==> src/rtl/branch_resolve.sv <==
// Branch resolution unit: evaluates register conditions and jumps, computes the
// correct next PC, trains a table of 2-bit predictors and keeps statistics.

module branch_resolve_ctr (
  input  logic       clk,
  input  logic       rst_n,
  input  logic       i_upd,
  input  logic       i_inc,
  output logic [1:0] o_ctr
);
  logic [1:0] r_ctr;

  always_ff @(posedge clk) begin
    if (!rst_n)                        r_ctr <= 2'b01;
    else if (i_upd && i_inc  && r_ctr != 2'b11) r_ctr <= r_ctr + 2'b01;
    else if (i_upd && !i_inc && r_ctr != 2'b00) r_ctr <= r_ctr - 2'b01;
  end

  assign o_ctr = r_ctr;
endmodule

module branch_resolve #(
  parameter int DATA_W    = 32,
  parameter int PC_W      = 32,
  parameter int BHT_DEPTH = 16,
  parameter int CNT_W     = 16
) (
  input  logic              clk,
  input  logic              rst_n,
  input  logic [PC_W-1:0]   fetch_pc,
  output logic              pred_taken,
  input  logic              in_valid,
  input  logic              stall,
  input  logic              kill,
  input  logic [2:0]        code,
  input  logic [DATA_W-1:0] rs_val,
  input  logic [DATA_W-1:0] rt_val,
  input  logic [PC_W-1:0]   pc,
  input  logic [15:0]       imm,
  input  logic [PC_W-1:0]   jump_target,
  input  logic              pred_in,
  output logic              out_valid,
  output logic              taken,
  output logic              redirect,
  output logic [PC_W-1:0]   redirect_pc,
  output logic [CNT_W-1:0]  branch_count,
  output logic [CNT_W-1:0]  mispredict_count
);
  localparam int IDX_W = $clog2(BHT_DEPTH);

  localparam logic [2:0] C_NONE = 3'b000;
  localparam logic [2:0] C_BEQ  = 3'b001;
  localparam logic [2:0] C_BNE  = 3'b010;
  localparam logic [2:0] C_BLEZ = 3'b011;
  localparam logic [2:0] C_BGTZ = 3'b100;
  localparam logic [2:0] C_BLTZ = 3'b101;
  localparam logic [2:0] C_BGEZ = 3'b110;
  localparam logic [2:0] C_JUMP = 3'b111;

  logic                           w_accept, w_jump, w_upd;
  logic                           w_taken, w_mispred;
  logic                           w_eq, w_neg, w_zero;
  logic [PC_W-1:0]                w_seq, w_off, w_target, w_next;
  logic [IDX_W-1:0]               w_upd_idx, w_fetch_idx;
  logic [BHT_DEPTH-1:0][1:0]      w_ctr;
  logic                           w_unused;

  assign w_accept = in_valid & ~stall & ~kill & (code != C_NONE);
  assign w_jump   = (code == C_JUMP);
  assign w_upd    = w_accept & ~w_jump;

  assign w_eq   = (rs_val == rt_val);
  assign w_neg  = rs_val[DATA_W-1];
  assign w_zero = (rs_val == '0);

  always_comb begin
    w_taken = 1'b0;
    case (code)
      C_BEQ:   w_taken = w_eq;
      C_BNE:   w_taken = ~w_eq;
      C_BLEZ:  w_taken = w_neg | w_zero;
      C_BGTZ:  w_taken = ~w_neg & ~w_zero;
      C_BLTZ:  w_taken = w_neg;
      C_BGEZ:  w_taken = ~w_neg;
      C_JUMP:  w_taken = 1'b1;
      default: w_taken = 1'b0;
    endcase
  end

  // Fetch never predicts jumps, so every jump is a redirect.
  assign w_mispred = w_jump | (w_taken != pred_in);

  // Offset is a word count; sign-extend then scale, wrapping modulo 2^PC_W.
  assign w_off    = PC_W'($signed({imm, 2'b00}));
  assign w_seq    = pc + PC_W'(4);
  assign w_target = w_seq + w_off;
  assign w_next   = w_jump ? jump_target : (w_taken ? w_target : w_seq);

  assign w_upd_idx   = pc[IDX_W+1:2];
  assign w_fetch_idx = fetch_pc[IDX_W+1:2];

  // Counters update at the edge, so a same-cycle lookup sees the old value.
  for (genvar g = 0; g < BHT_DEPTH; g++) begin : g_bht
    branch_resolve_ctr u_ctr (
      .clk   (clk),
      .rst_n (rst_n),
      .i_upd (w_upd && (w_upd_idx == IDX_W'(g))),
      .i_inc (w_taken),
      .o_ctr (w_ctr[g])
    );
  end

  assign pred_taken = w_ctr[w_fetch_idx][1];

  always_ff @(posedge clk) begin
    if (!rst_n) begin
      out_valid        <= 1'b0;
      taken            <= 1'b0;
      redirect         <= 1'b0;
      redirect_pc      <= '0;
      branch_count     <= '0;
      mispredict_count <= '0;
    end else begin
      out_valid <= w_accept;
      redirect  <= w_accept & w_mispred;
      if (w_accept) begin
        taken       <= w_taken;
        redirect_pc <= w_next;
        if (branch_count != '1) branch_count <= branch_count + CNT_W'(1);
        if (w_mispred && mispredict_count != '1)
          mispredict_count <= mispredict_count + CNT_W'(1);
      end
    end
  end

  assign w_unused = ^{fetch_pc, pc};
endmodule

==> config.mk <==
export PLATFORM = sky130hd
export DESIGN_NAME = branch_resolve
export DESIGN_NICKNAME = d
export VERILOG_FILES = /design/src/rtl/branch_resolve.sv
export SDC_FILE = /design/constraint.sdc
export NUM_CORES = 1
export LEC_CHECK = 0
export CORE_ASPECT_RATIO = 0.75
export CORE_MARGIN = 1.5
export CORE_UTILIZATION = 47
export CTS_CLUSTER_DIAMETER = 60
export CTS_CLUSTER_SIZE = 25
export DETAILED_ROUTE_END_ITERATION = 8
export GPL_ROUTABILITY_DRIVEN = 0
export PLACE_DENSITY = 0.82
export SLEW_MARGIN = 40
export SYNTH_ARGS = -nofsm -noshare
export SYNTH_HDL_FRONTEND = slang
export SYNTH_SLANG_ARGS = --single-unit
==> constraint.sdc <==
create_clock -name clk -period 4.7 [get_ports clk]
set_input_delay 0.47 -clock clk [delete_from_list [all_inputs] [get_ports clk]]
set_output_delay 0.47 -clock clk [all_outputs]
set_load 0.05 [all_outputs]
==> run metrics <==
Met3 Routed Length=2112 um; initial antenna violation count=1; DRC Markers=0; highest routed layer=met4; Leak Pwr=4.226 nW; number of routed nets with antenna violations=0; die footprint=0.01712 mm2; Die Ht=113.7 um; Resize count post-CTS=0; Hold-fix buffers, CTS=0; CTS H-tree lvls=3; CTS buffer count=9; Die X=150.6 um; CP Max Fanout=5; worst path arrival time=4.51 ns; Final Hold Violating Endpoints=0; FFs w/ async S/R, synth=0%; Mapped Cells=967; outcome=finished clean; sequential share of the synthesized area=25.81%; TNS Setup=0 ns; Total GRT Usage=27.96%; vias in the first global route=7446; max cap viols=0; Starting Density=47.95%; hold crit path type=in -> reg; hpwl dp=18400 um; number of distinct library cells after synthesis=65; # clock sinks=99; clk buf depth=2; syn_area_per_cell=7.942 um2; final std cells w/o fill=1397; Synthesis Warnings=0; wire per inst=17.41 um; EDFF count, synth=0; root buffer cell=clkbuf_16; P&R area growth vs syn=37.00%; Core Box Area=0.01602 mm2; PwrDens=228.5 mW/mm2; #FFs+latches synth=99; routed via count=8229; Max Clock Skew=0.008090 ns; largest net degree at the start of global routing=109; DRT met1 WL=11100 um; Mapped Area=0.007680 mm2; layout cells sized above 1=5.987%; most common cell after layout, fill and taps aside=clkdlybuf4s50_1; Worst setup SP type=input port; Clock Pin Slew Worst Setup and Hold Paths=0.07 ns; starting DRC count in detailed routing=630; CTS tree=built; I/O Pins=253; Pins Over Slew Limit=0; commonest cells after routing, fill and taps aside=223 x clkdlybuf4s50_1, 99 x dfxtp_1, 98 x nand2_1; CP required=4.92 ns; routed wl met2=10620 um; Max Clock Freq=232.9 MHz; Vias/cell=5.890; worst skew pair latency=0.35 ns; fin nets=1408; post-CTS repair timing setup buffer count=0; top_reg_cell synth=dfxtp_1; drt pass-1 iters=5; I/O Buffers=224; fin crit share=91.36%; # setup viols final=0; Peak VDD IR=216.8 uV; crit path capture type=flop; RSZ-0062 raised after global routing=false; Total Wirelength=24330 um; gr ovfl total=0; dpl cells=1380; Crit Path Category=in -> reg; first-pass GRT wire length=37940 um; row count=40; Worst-Margin Slew=0.7516 ns; post-synthesis net count=1194; headroom to the max-slew limit=49.77%; final worst path period need=4.294 ns
## logic make-up (layout without fill, tap and decap cells)
family          Yosys count  after routing  share of synthesized area [%]
simple gates            352            352                          22.48
fa+ha+maj                42             42                          6.940
other cells               0              1                              0
flops                    99             99                          25.81
buf+inv                  60            279                          3.095
xor+xnor                105            105                          12.22
mux                      29             29                          4.627
compound gates          280            280                          24.83
## worst max-delay path, stage by stage
cell             delay, ns
clkdlybuf4s50_1       0.61
nand4_1               0.15
or3b_1                0.42
or2_1                 0.32
nor2_1                0.21
nand4_1               0.24
xnor2_1               0.35
ha_1                  0.35
a21o_1                0.18
a21o_1                0.17
a211oi_1              0.30
o21bai_1              0.11
a221oi_1              0.35
xor2_1                0.17
a31oi_1               0.09
## power breakdown
part           switching (W)  internal, W
Combinational       0.000416     0.000364
Sequential         0.0000266     0.000870
Clock               0.000360     0.000369
Total               0.000802      0.00160
## layout make-up
type	count	area, um2
clock buffer	9	225.2
inverter	10	37.54
clock inverter	7	60.06
multi-input combinational	808	5480
tap	210	262.8
fill	1336	5494
antenna	1	2.502
timing repair buffer	253	2471
sequential	99	1982
## flip-flops by register name (all words and copies together) (netlist names)
signal             cells
branch_count          16
g_bht.u_ctr.o_ctr     32
mispredict_count      16
out_valid              1
redirect               1
redirect_pc           32
taken                  1
## through the flow
stage | hold WS, ns | utilization [%] | area [um2] | power, W | setup WS (ns)
2_1_floorplan | 0.4614 | - | 7680 | 0.001369 | 0.8305
3_3_place_gp | 0.4623 | 63.88 | 10230 | 0.001670 | 0.1660
3_5_place_dp | 0.4669 | 63.90 | 10230 | 0.001682 | 0.07949
4_1_cts | 0.4063 | 65.68 | 10520 | 0.002410 | 0.4429
5_1_grt | 0.4219 | 65.70 | 10520 | 0.002520 | 0.1727
6_report | 0.4048 | 65.70 | 10520 | 0.002404 | 0.4062
## synthesized netlist by cell type (10+ instances only)
library cell,n,share of area (%)
dfxtp_1,99,26
nand2_1,98,4.8
o21ai_0,76,5.0
nor2_1,71,3.5
xor2_1,61,7.0
nand3_1,59,3.8
clkbuf_1,44,2.2
xnor2_1,43,4.9
ha_1,41,6.7
a21oi_1,40,2.6
a21o_1,39,3.8
mux2i_1,22,2.9
nand4_1,22,1.8
a21boi_0,21,2.1
and2_1,21,1.7
nor4_1,18,1.5
o211ai_1,18,1.8
o311ai_0,16,1.8
and3_1,13,1.1
or3_1,11,0.90
inv_1,10,0.49
nand2b_1,10,0.81
## path summary, 6_finish.rpt
| check | from | endpoint | slack, ns | depth (start not counted) |
|---|---|---|---|---|
| max | pc[6] | redirect_pc[29] | 0.41 | 15 |
| min | rst_n | branch_count[8] | 0.40 | 2 |
| max reg2reg | mispredict_count[3] | mispredict_count[9] | 2.13 | 9 |
| min reg2reg | redirect_pc[8] | redirect_pc[8] | 0.48 | 2 |
## layer usage
| metal | vias to the layer above | GRT usage (%) |
|---|---|---|
| li1 | 4000 | - |
| met1 | 3823 | 38.20 |
| met2 | 365 | 44.28 |
| met3 | 41 | 5.920 |
| met4 | 0 | 8.414 |
| met5 | - | 0 |
Note: power is estimated with default switching activity, not from simulation.
